### config.mk
export PLATFORM = sky130hd
export DESIGN_NAME = svc_rv_div_mc
export DESIGN_NICKNAME = d
export VERILOG_FILES = /design/src/rtl/svc_rv_div_mc.sv
export SDC_FILE = /design/constraint.sdc
export NUM_CORES = 1
export LEC_CHECK = 0
export ABC_AREA = 1
export CAP_MARGIN = 20
export CORE_ASPECT_RATIO = 1.4
export CORE_MARGIN = 2
export CORE_UTILIZATION = 44
export DETAILED_ROUTE_END_ITERATION = 6
export MAX_ROUTING_LAYER = met4
export REMOVE_ABC_BUFFERS = 1
export SLEW_MARGIN = 10
export SYNTH_ARGS = -nofsm -noshare
export SYNTH_HDL_FRONTEND = slang
export SYNTH_SLANG_ARGS = --single-unit
### constraint.sdc
create_clock -name clk -period 5.6 [get_ports clk]
set_input_delay 0.84 -clock clk [delete_from_list [all_inputs] [get_ports clk]]
set_output_delay 0.84 -clock clk [all_outputs]
set_load 0.05 [all_outputs]
### src/rtl/svc_rv_div_mc.sv
// Multi-cycle RV32M divide/remainder unit: radix-2 restoring divider that
// captures forwarded operands and stalls EX until the result is ready.
module svc_rv_div_mc #(
  parameter int XLEN = 32
) (
  input  logic            clk,
  input  logic            rst_n,
  input  logic            en,
  input  logic [1:0]      op,
  input  logic [XLEN-1:0] fwd_rs1_ex,
  input  logic [XLEN-1:0] fwd_rs2_ex,
  input  logic            flush,
  output logic            is_mc,
  output logic [XLEN-1:0] mc_rs1,
  output logic [XLEN-1:0] mc_rs2,
  output logic            stall_ex,
  output logic [XLEN-1:0] result,
  output logic            result_valid
);
  localparam logic [1:0] S_IDLE = 2'd0;
  localparam logic [1:0] S_RUN  = 2'd1;
  localparam logic [1:0] S_DONE = 2'd2;
  localparam int CW = $clog2(XLEN + 1);
  localparam logic [XLEN-1:0] SMIN = {1'b1, {(XLEN-1){1'b0}}};

  logic [1:0]      state_q, state_d;
  logic [CW-1:0]   cnt_q, cnt_d;
  logic [XLEN-1:0] mc_rs1_q, mc_rs2_q, dvd_q, dvs_q, rem_q, result_q;
  logic            rem_sel_q, negq_q, negr_q;

  logic            capture, sgn_in, a_neg, b_neg, div0, ovf, special;
  logic [XLEN-1:0] a_mag, b_mag, spec_res;
  logic [XLEN:0]   rem_sh, diff;
  logic            qbit;
  logic [XLEN-1:0] rem_nx, quo_nx, fin_q, fin_r, fin;

  // DIV (0) and REM (2) are the signed ops
  assign capture  = (state_q == S_IDLE) & en & ~flush;
  assign sgn_in   = ~op[0];
  assign a_neg    = sgn_in & fwd_rs1_ex[XLEN-1];
  assign b_neg    = sgn_in & fwd_rs2_ex[XLEN-1];
  assign a_mag    = a_neg ? -fwd_rs1_ex : fwd_rs1_ex;
  assign b_mag    = b_neg ? -fwd_rs2_ex : fwd_rs2_ex;
  assign div0     = (fwd_rs2_ex == '0);
  assign ovf      = sgn_in & (fwd_rs1_ex == SMIN) & (fwd_rs2_ex == '1);
  assign special  = div0 | ovf;
  assign spec_res = op[1] ? (div0 ? fwd_rs1_ex : '0) : (div0 ? '1 : SMIN);

  // One restoring step: dvd_q shifts the dividend out and the quotient in
  assign rem_sh = {rem_q, dvd_q[XLEN-1]};
  assign diff   = rem_sh - {1'b0, dvs_q};
  assign qbit   = ~diff[XLEN];
  assign rem_nx = qbit ? diff[XLEN-1:0] : rem_sh[XLEN-1:0];
  assign quo_nx = {dvd_q[XLEN-2:0], qbit};
  assign fin_q  = negq_q ? -quo_nx : quo_nx;
  assign fin_r  = negr_q ? -rem_nx : rem_nx;
  assign fin    = rem_sel_q ? fin_r : fin_q;

  always_comb begin
    state_d = state_q;
    cnt_d   = cnt_q;
    case (state_q)
      S_IDLE: if (capture) begin
        state_d = special ? S_DONE : S_RUN;
        cnt_d   = CW'(XLEN);
      end
      S_RUN: begin
        if (flush) begin
          state_d = S_IDLE;
          cnt_d   = '0;
        end else begin
          cnt_d = cnt_q - CW'(1);
          if (cnt_q == CW'(1)) state_d = S_DONE;
        end
      end
      S_DONE:  state_d = S_IDLE;
      default: state_d = S_IDLE;
    endcase
  end

  always_ff @(posedge clk or negedge rst_n) begin
    if (!rst_n) begin
      state_q   <= S_IDLE;
      cnt_q     <= '0;
      mc_rs1_q  <= '0;
      mc_rs2_q  <= '0;
      dvd_q     <= '0;
      dvs_q     <= '0;
      rem_q     <= '0;
      result_q  <= '0;
      rem_sel_q <= 1'b0;
      negq_q    <= 1'b0;
      negr_q    <= 1'b0;
    end else begin
      state_q <= state_d;
      cnt_q   <= cnt_d;
      if (capture) begin
        mc_rs1_q  <= fwd_rs1_ex;
        mc_rs2_q  <= fwd_rs2_ex;
        dvd_q     <= a_mag;
        dvs_q     <= b_mag;
        rem_q     <= '0;
        rem_sel_q <= op[1];
        negq_q    <= a_neg ^ b_neg;
        negr_q    <= a_neg;
        if (special) result_q <= spec_res;
      end else if ((state_q == S_RUN) && !flush) begin
        rem_q <= rem_nx;
        dvd_q <= quo_nx;
        if (cnt_q == CW'(1)) result_q <= fin;
      end
    end
  end

  assign is_mc        = (state_q != S_IDLE);
  assign mc_rs1       = mc_rs1_q;
  assign mc_rs2       = mc_rs2_q;
  assign result       = result_q;
  // A flushed op must never write back, even from DONE
  assign result_valid = (state_q == S_DONE) & ~flush;
  assign stall_ex     = en & ~result_valid;
endmodule
==> results.toml, run 1 <==
[final_layout]
layout-drive-gt1-share_pct = 5.95
antenna_cells = 0
layout.cell_area.non_filler_um2 = 18000
final_cell_count_no_fill = 2937
area_growth_pct = 18.5
final_nets = 2580
fillCellCount = 3558

[place]
place.detailed.hpwl_um = 42100
placement.cell_area_um2 = 17200
dpl_worst_slack_ns = 0.952
place.gp.congestion = 0.941
placement.io_buffers = 168
place_inst = 2895

[drt]
detail_route.wl_per_cell_um = 18.7
detail_route.wirelength_um = 54900
top_layer = "met4"
drt_pass1_iterations = 5
routed_via_density = 5.40
drcViolationCount = 0
dr_vias = 15849
final_antenna_net_count = 0
route.met2.wl_um = 27100
route.layer.met1.wl_um = 22700
wl_met3_um = 2270
drt_iter0_markers = 1337

[sta]
setup_repair_after_global_routing_missed_its_margin = "no"
fin_skew_ns = 0.0316
setup_total_negative_slack_ns = 0
max_clock_freq_mhz = 217
timing.final.crit_share_pct = 82.4
final.min_clock_period_ns = 4.61
finalHoldViolCount = 0
final.hold.worst_slack_ns = 0.361
worst-slew-pin-transition_ns = 1.10
timing.max_slew.rel_slack_pct = 26.8
worst_setup_slack_final_ns = 0.987
timing_max_transition_violations_final = 0
setup-violations-final = 0

[yosys]
synth_top_area_cell = "dfrtp_1"
synthTopCellsByCount = "nand2_1, inv_1, nor2_1"
yosys.cell_types.count = 59
avgSynthCellArea_um2 = 6.49
synth_top_area_cells = "dfrtp_1, nand2_1, inv_1"
share_of_yosys_cell_area_claimed_by_the_top_area_cell_type_pct = 33.3
synth-seq-area-share_pct = 33.3
synth-main-ff-cell = "dfrtp_1"
postSynthRegisterBits = 202
syn_area_um2 = 15200
yosysWarningCount = 0
post_synth_inst_count = 2341
async_reset_ff_share_pct = 100
synth-edff-count = 0
most_frequent_cell_after_synthesis = "nand2_1"

[worst_setup_path]
max_stage_delay_ns = 0.41
critical_path_class = "flop to flop"
startpoint_class_of_the_critical_path = "flop"
most_frequent_cell_on_the_critical_path = "nand2_1"
timing.critical_path.arrival_ns = 5.09
end_kind = "flop"
critical-path-slowest-cell = "fa_1"
critical_path_required_ns = 6.08
worstPathMaxFanout = 4

[global_route]
grt_resource_usage_total_pct = 31.3
grt_start_max_net_pins = 116
grt_remaining_overflow = 0
grt_first_pass_wirelength_um = 86300
grt_pass1_vias = 15307
antenna_found_initial = 0

[worst_hold_path]
hp-class = "input pin to asynchronous set/reset pin"

[floorplanning]
fp.dieW_um = 161
io_pins = 169
die_ar_um2 = 36000
die_h_um = 224
area_inside_the_core_boundary_um2 = 34000
floorplan.initialDensity_pct = 44.6
fp-row-count = 80

[power]
power_density_nw_per_um2 = 662
share_comb_of_total_power_pct = 66.3
p_leak_nw = 8.94
ir_drop_mv = 0.354
power_frac_clock_pct = 13.3
switching_share_pct = 55.4
seqPwrFrac_pct = 20.5
p_switching_mw = 6.61
intPower_mw = 5.31

[clock_tree]
clk_transition_reported_paths_ns = 0.06
number_of_resized_instances_in_the_post_cts_repair_step = 0
post-cts-setup-buffer-count = 0
numCtsBuffers = 24
clk_path_buf_depth = 3
cts_h_tree_lvls = 1
cts.sink_count = 202
clock_tree.root_cell = "clkbuf_16"
tritoncts_clock_tree = "yes"
clk-insertion-delay-late_ns = 0.56
hold_fix_buffers_at_cts = 0

[run]
timing.max_cap.violations = 0

[run_status]
outcome = "complete, no violations"
[registers in the layout, summed over array words and instances, names as in the netlist]
name	flops
cnt_q	6
dvd_q	32
dvs_q	31
mc_rs1	32
mc_rs2	32
negq_q	1
negr_q	1
rem_q	32
rem_sel_q	1
result	32
state_q	2
[power groups by stage]
stage	registers [mW]	logic (mW)	clock network (mW)
after floorplan	3.20	4.63	0
after detailed placement	2.45	7.82	0
after CTS	2.44	7.86	1.61
after global placement	2.45	7.78	0
after global routing	2.51	8.72	1.67
final	2.44	7.89	1.58
[per-stage QoR]
stage	util [%]	power, mW
2_1_floorplan	-	7.83
3_3_place_gp	50.6	10.2
3_5_place_dp	50.6	10.3
4_1_cts	52.9	11.9
5_1_grt	52.9	12.9
6_report	52.9	11.9
[final cells by class]
class,count,area [µm²],share of cell area [%]
clock buffers,35,702,3.90
well taps,451,564,3.14
flip-flops and latches,202,5050,28.1
repair buffers,189,1880,10.5
inverters,308,1160,6.44
clock inverters,7,77.6,0.431
multi-input cells,1745,8560,47.5
[placed cells by master (no fill, tap or decap), drive strengths merged, types with 12 or more instances in the layout]
cell type      count
o22ai             44
o21ai            159
inv              305
clkdlybuf4s50    167
xor2              12
clkbuf            36
a31oi             18
dfrtp            202
buf               21
o211ai            18
a21oi            128
nand3            160
o221ai            15
nor2             224
nor3              42
nand4             40
nand2            776
ha                39
[logic make-up after synthesis]
logic type      Yosys count  synth area share, %
fa+ha+maj                40                 3.34
simple gates           1265                 35.8
xor+xnor                 20                 1.15
flops                   202                 33.3
buf+inv                 394                 10.5
compound gates          420                 16.0
[worst max-delay path: cells and delay by family, from the launching register on]
kind	cells	cell delay, ns
simple gates	21	2.54
compound gates	4	0.48
buf+inv	4	0.34
fa+ha+maj	3	0.81
flops	1	0.39
[metal layers]
metal	global-route usage, %	vias up
met5	-	-
met4	13.9	0
met3	2.74	112
met2	53.0	457
met1	38.3	7386
li1	-	7894
[path summary, 6_finish.rpt]
kind	endpoint	slack [ns]	startpoint	cells after the start
max	result[28]$_DFFE_PN0P_	0.99	mc_rs2[0]$_DFFE_PN0P_	32
min	mc_rs2[27]$_DFFE_PN0P_	0.36	rst_n	1
max reg2reg	result[28]$_DFFE_PN0P_	0.99	mc_rs2[0]$_DFFE_PN0P_	32
min reg2reg	mc_rs2[25]$_DFFE_PN0P_	0.47	mc_rs2[25]$_DFFE_PN0P_	2
max in group asynchronous	dvd_q[18]$_DFFE_PN0P_	4.01	rst_n	2
min in group clk	mc_rs2[25]$_DFFE_PN0P_	0.47	mc_rs2[25]$_DFFE_PN0P_	2
Note: power is estimated with default switching activity, not from simulation.
==> inputs of run 2 (changes only) <==
--- a/config.mk
+++ b/config.mk
@@ -12,6 +12,7 @@
 export CORE_UTILIZATION = 44
 export DETAILED_ROUTE_END_ITERATION = 6
 export MAX_ROUTING_LAYER = met4
+export PLACE_DENSITY = 0.67
 export REMOVE_ABC_BUFFERS = 1
 export SLEW_MARGIN = 10
 export SYNTH_ARGS = -nofsm -noshare
==> constraint.sdc (replaced) <==
create_clock -name clk -period 4.21 [get_ports clk]
set_input_delay 0.6315 -clock clk [delete_from_list [all_inputs] [get_ports clk]]
set_output_delay 0.6315 -clock clk [all_outputs]
set_load 0.05 [all_outputs]
==> run 2 against run 1 <==
  * Routed wire length is 4.0% higher
  * Maximum frequency is 16% higher
  * Combinational power is 48% higher
  * Count of clock-buffer cells in the layout is 5 lower
  * Sequential share of layout area is 1.6 points lower
  * Die area stayed put
  * Clock power is 42% higher
  * Highest routed layer unchanged
==> results.toml, run 2 (synthesis results as in run 1) <==
[clock_tree]
clk-insertion-delay-late_ns = 0.57
cts_h_tree_lvls = 1
tritoncts_clock_tree = "yes"
cts.sink_count = 202
clk_path_buf_depth = 3
hold_fix_buffers_at_cts = 0
clk_transition_reported_paths_ns = 0.06
clock_tree.root_cell = "clkbuf_16"
numCtsBuffers = 23

[worst_setup_path]
most_frequent_cell_on_the_critical_path = "nand2_2"
critical_path_class = "flop to flop"
timing.critical_path.arrival_ns = 4.47
critical_path_required_ns = 4.71
worstPathMaxFanout = 3
end_kind = "flop"
critical-path-slowest-cell = "dfrtp_1"
max_stage_delay_ns = 0.41
startpoint_class_of_the_critical_path = "flop"

[sta]
max_clock_freq_mhz = 252
final.min_clock_period_ns = 3.97
worst_setup_slack_final_ns = 0.236
setup-violations-final = 0
timing.max_slew.rel_slack_pct = 34.8
setup_total_negative_slack_ns = 0
finalHoldViolCount = 0
fin_skew_ns = 0.0448
final.hold.worst_slack_ns = 0.164
worst-slew-pin-transition_ns = 0.978
timing_max_transition_violations_final = 0
timing.final.crit_share_pct = 94.4

[global_route]
grt_start_max_net_pins = 124
antenna_found_initial = 0
grt_remaining_overflow = 0
grt_pass1_vias = 16548
grt_first_pass_wirelength_um = 89100
grt_resource_usage_total_pct = 32.2

[floorplanning]
fp-row-count = 80
fp.dieW_um = 161
io_pins = 169
die_h_um = 224
area_inside_the_core_boundary_um2 = 34000
floorplan.initialDensity_pct = 44.6
die_ar_um2 = 36000

[final_layout]
layout.cell_area.non_filler_um2 = 19100
final_cell_count_no_fill = 3046
final_core_util_pct = 56.0
most-common-layout-cells = "nand2_1, inv_1, nor2_1"
antenna_cells = 0
layout-drive-gt1-share_pct = 11.3
mostFrequentLayoutCell = "nand2_1"
area_growth_pct = 25.5
final_nets = 2689

[drt]
drt_pass1_iterations = 5
dr_vias = 16891
drt_iter0_markers = 1404
routed_via_density = 5.55
detail_route.wirelength_um = 57100
final_antenna_net_count = 0
drcViolationCount = 0
detail_route.wl_per_cell_um = 18.7

[run]
timing.max_cap.violations = 0

[power]
power_density_nw_per_um2 = 902
ir_drop_mv = 0.668
p_leak_nw = 9.52
total_power_mw = 17.2

[place]
dpl_worst_slack_ns = -0.00178
placement.io_buffers = 168
place_inst = 3001
placement.cell_area_um2 = 18100
place.detailed.hpwl_um = 43700
place.gp.congestion = 1.02

[worst_hold_path]
hp-class = "input pin to asynchronous set/reset pin"

[run_status]
outcome = "complete, no violations"
run 2: cell types whose count changed in the layout (fill, tap and decap cells not counted), sizes merged:
cell | previous run | this run
buf | 21 | 131
bufinv | 1 | 4
clkbuf | 36 | 31
clkinv | 8 | 7
clkinvlp | 1 | 2
inv | 305 | 306
run 2: final cells by class:
| type | count | area [µm²] |
|---|---|---|
| fillers | 3396 | 15000 |
| inverters | 308 | 1160 |
| well taps | 451 | 564 |
| clock buffers | 30 | 652 |
| repair buffers | 299 | 2760 |
| multi-input cells | 1745 | 8700 |
| flip-flops and latches | 202 | 5050 |
| clock inverters | 11 | 175 |
run 2: repair_timing:
action / CTS / global route
setup buffers: 0 / 4
resized for setup: 0 / 39
setup endpoints to repair: 0 / 10
run 2: worst paths after layout:
| check | from | cells after the start | end | slack, ns |
|---|---|---|---|---|
| setup / recovery | mc_rs2[0]$_DFFE_PN0P_ | 32 | result[28]$_DFFE_PN0P_ | 0.24 |
| hold / removal | rst_n | 1 | dvs_q[24]$_DFFE_PN0P_ | 0.16 |
| setup reg to reg | mc_rs2[0]$_DFFE_PN0P_ | 32 | result[28]$_DFFE_PN0P_ | 0.24 |
| hold reg to reg | mc_rs2[24]$_DFFE_PN0P_ | 2 | mc_rs2[24]$_DFFE_PN0P_ | 0.47 |
| max in group asynchronous | rst_n | 2 | rem_q[12]$_DFFE_PN0P_ | 3.08 |
| min in group clk | mc_rs2[24]$_DFFE_PN0P_ | 2 | mc_rs2[24]$_DFFE_PN0P_ | 0.47 |
run 2: power by group:
group / switching, mW / leakage (nW) / internal [mW]
registers: 0.577 / 2.50 / 2.64
logic: 7.78 / 6.61 / 3.93
clock network: 0.907 / 0.404 / 1.34
total: 9.27 / 9.52 / 7.92
run 2: per-layer routing:
layer | track usage, % | part of all wire, % | vias up
met2 | 55.5 | 50 | 701
met1 | 36.7 | 38 | 7886
met4 | 18.8 | 6.7 | 0
met5 | - | 0 | -
li1 | - | - | 8122
met3 | 2.74 | 5.1 | 182
run 2: critical path, delay by kind of cell, from the launching register on:
| family | cells | cell delay (ns) |
|---|---|---|
| compound gates | 4 | 0.44 |
| fa+ha+maj | 3 | 0.70 |
| buf+inv | 4 | 0.28 |
| flops | 1 | 0.41 |
| simple gates | 21 | 2.09 |
==> patch: new RTL, settings of run 1 <==
Make the reset (`rst_n`) synchronous in one clocked block.
--- a/src/rtl/svc_rv_div_mc.sv
+++ b/src/rtl/svc_rv_div_mc.sv
@@ -78,7 +78,7 @@
     endcase
   end
 
-  always_ff @(posedge clk or negedge rst_n) begin
+  always_ff @(posedge clk) begin
     if (!rst_n) begin
       state_q   <= S_IDLE;
       cnt_q     <= '0;
Check against the original RTL: differs if rst_n is asserted again (counterexample within 4 cycles, from zero or initial values and one cycle with rst_n low); with rst_n held inactive, the same outputs for 4 cycles.
==> patch against run 1 <==
Wire length decreased by 1.7%; cell area decreased by 3.0%; synthesized area decreased by 3.8%; first-iteration DRC count decreased by 20%; sequential cell count unchanged; worst setup slack improved by 0.10 ns; final cell count increased by 3.1%.
Power is not compared: it rests on default switching activity, and its combinational part moved more than twofold at a synthesized area within 25%.
==> patch: results (changes against run 1) <==
| Metric | Value |
|---|---|
| Delay-heaviest family, CP | `simple AND/OR/NAND/NOR gates (unchanged)` |
| Slowest-stage cell, CP | `dfxtp_1 (was fa_1)` |
| CTS Buf Count | `23 (was 24)` |
| GP Congestion | `0.958 (was 0.941)` |
| Xor/xnor cell area share of the yosys netlist | `0.0156 (was 0.0115)` |
| Post-synthesis sequential area ratio | `0.277 (was 0.333)` |
| Largest net degree at the start of global routing | `87 (was 116)` |
| Top sig layer | `met4 (unchanged)` |
| Met1 usage | `0.354 (was 0.383)` |
| Adder-Cell Fraction of Synth Area | `0.0348 (was 0.0334)` |
| Grt met3 use | `0.0252 (was 0.0274)` |
| DRT met1 WL | `21.9 mm (was 22.7 mm)` |
| Synth Area in Compound Gates | `0.202 (was 0.160)` |
| Worst-Skew Late Latency | `0.53 ns (was 0.56 ns)` |
| Drt initial violations | `1066 (was 1337)` |
| Ys async rst share | `0 (was 1.00)` |
| Layout cells sized above 1 | `0.0464 (was 0.0595)` |
| Vias in the first global route | `15430 (was 15307)` |
| # diodes | `0 (unchanged)` |
| Post-DP HPWL | `41.7 mm (was 42.1 mm)` |
| Synth top area cells | `dfxtp_1 (28%), nand2_1 (17%), inv_1 (8.7%), nor2_1 (6.4%), o21ai_0 (6.3%) (was dfrtp_1 (33%), nand2_1 (18%), inv_1 (7.4%), nor2_1 (5.3%), nand3_1 (5.1%))` |
| Fillcell total | `3528 (was 3558)` |
| Slew margin rel. | `0.343 (was 0.268)` |
| Detailed-route vias per instance | `5.38 (was 5.40)` |
| Met2 wire len | `27.5 mm (was 27.1 mm)` |
| GRT met2 Usage | `0.571 (was 0.530)` |
| Clk root buf | `clkbuf_16 (unchanged)` |
| Final #Nets | `2678 (was 2580)` |
| Worst-path fanout max | `5 (was 4)` |
| Outcome | `finished clean (unchanged)` |
| GR Util All Layers | `0.316 (was 0.313)` |
| Layout Skew | `0.0114 ns (was 0.0316 ns)` |
| Yosys cell types | `57 (was 59)` |
| Total Wirelength | `53.9 mm (was 54.9 mm)` |
| Commonest cells post-synth | `nand2_1 (647), inv_1 (340), nor2_1 (248) (was nand2_1 (730), inv_1 (299), nor2_1 (213))` |
## patch: changes by cell type in the layout (fill, tap and decap cells not counted), moves of 33 or more
cell / change
dfxtp_1: +202
inv_1: +40
nor2_1: +33
a21oi_1: +58
o21ai_0: +36
nand2_1: -83
dfrtp_1: -202
## patch: final cells by class
type | count | area, um2 | area share
Sequential cell | 202 | 4040 | 0.232
Clock inverter | 11 | 188 | 0.0108
Clock buffer | 30 | 672 | 0.0385
Timing Repair Buffer | 195 | 1880 | 0.108
Inverter | 354 | 1330 | 0.0762
Tap cell | 445 | 557 | 0.0319
Multi-Input combinational cell | 1792 | 8790 | 0.503
## patch: power by group
part           total (uW)  leakage, uW  internal [uW]  switching [uW]
combinational        2180      0.00613            654            1520
clock                1730     0.000428           1070             661
sequential           1590      0.00165           1520            66.9
total                5500      0.00821           3250            2250
## patch: metrics by stage
step                instances  instance area, um2  setup WS, ns   util  hold WS (ns)
floorplan                2348               14100         -9.16      -         0.455
CTS                      3029               17500          1.08  0.529         0.461
detailed placement       2988               16600         0.710  0.503         0.447
global placement         2988               16600         0.829  0.503         0.435
global route             3029               17500         0.653  0.529         0.471
finish                   3029               17500          1.09  0.529         0.460
## patch: worst paths after layout
path,start,endpoint,slack (ns),cells past startpoint
worst min register to register,mc_rs2[23]$_SDFFE_PN0P_,mc_rs2[23]$_SDFFE_PN0P_,0.46,2
worst max-delay path,mc_rs2[0]$_SDFFE_PN0P_,result[28]$_SDFFE_PN0P_,1.09,28
worst min-delay path,mc_rs2[23]$_SDFFE_PN0P_,mc_rs2[23]$_SDFFE_PN0P_,0.46,2
worst max register to register,mc_rs2[0]$_SDFFE_PN0P_,result[28]$_SDFFE_PN0P_,1.09,28
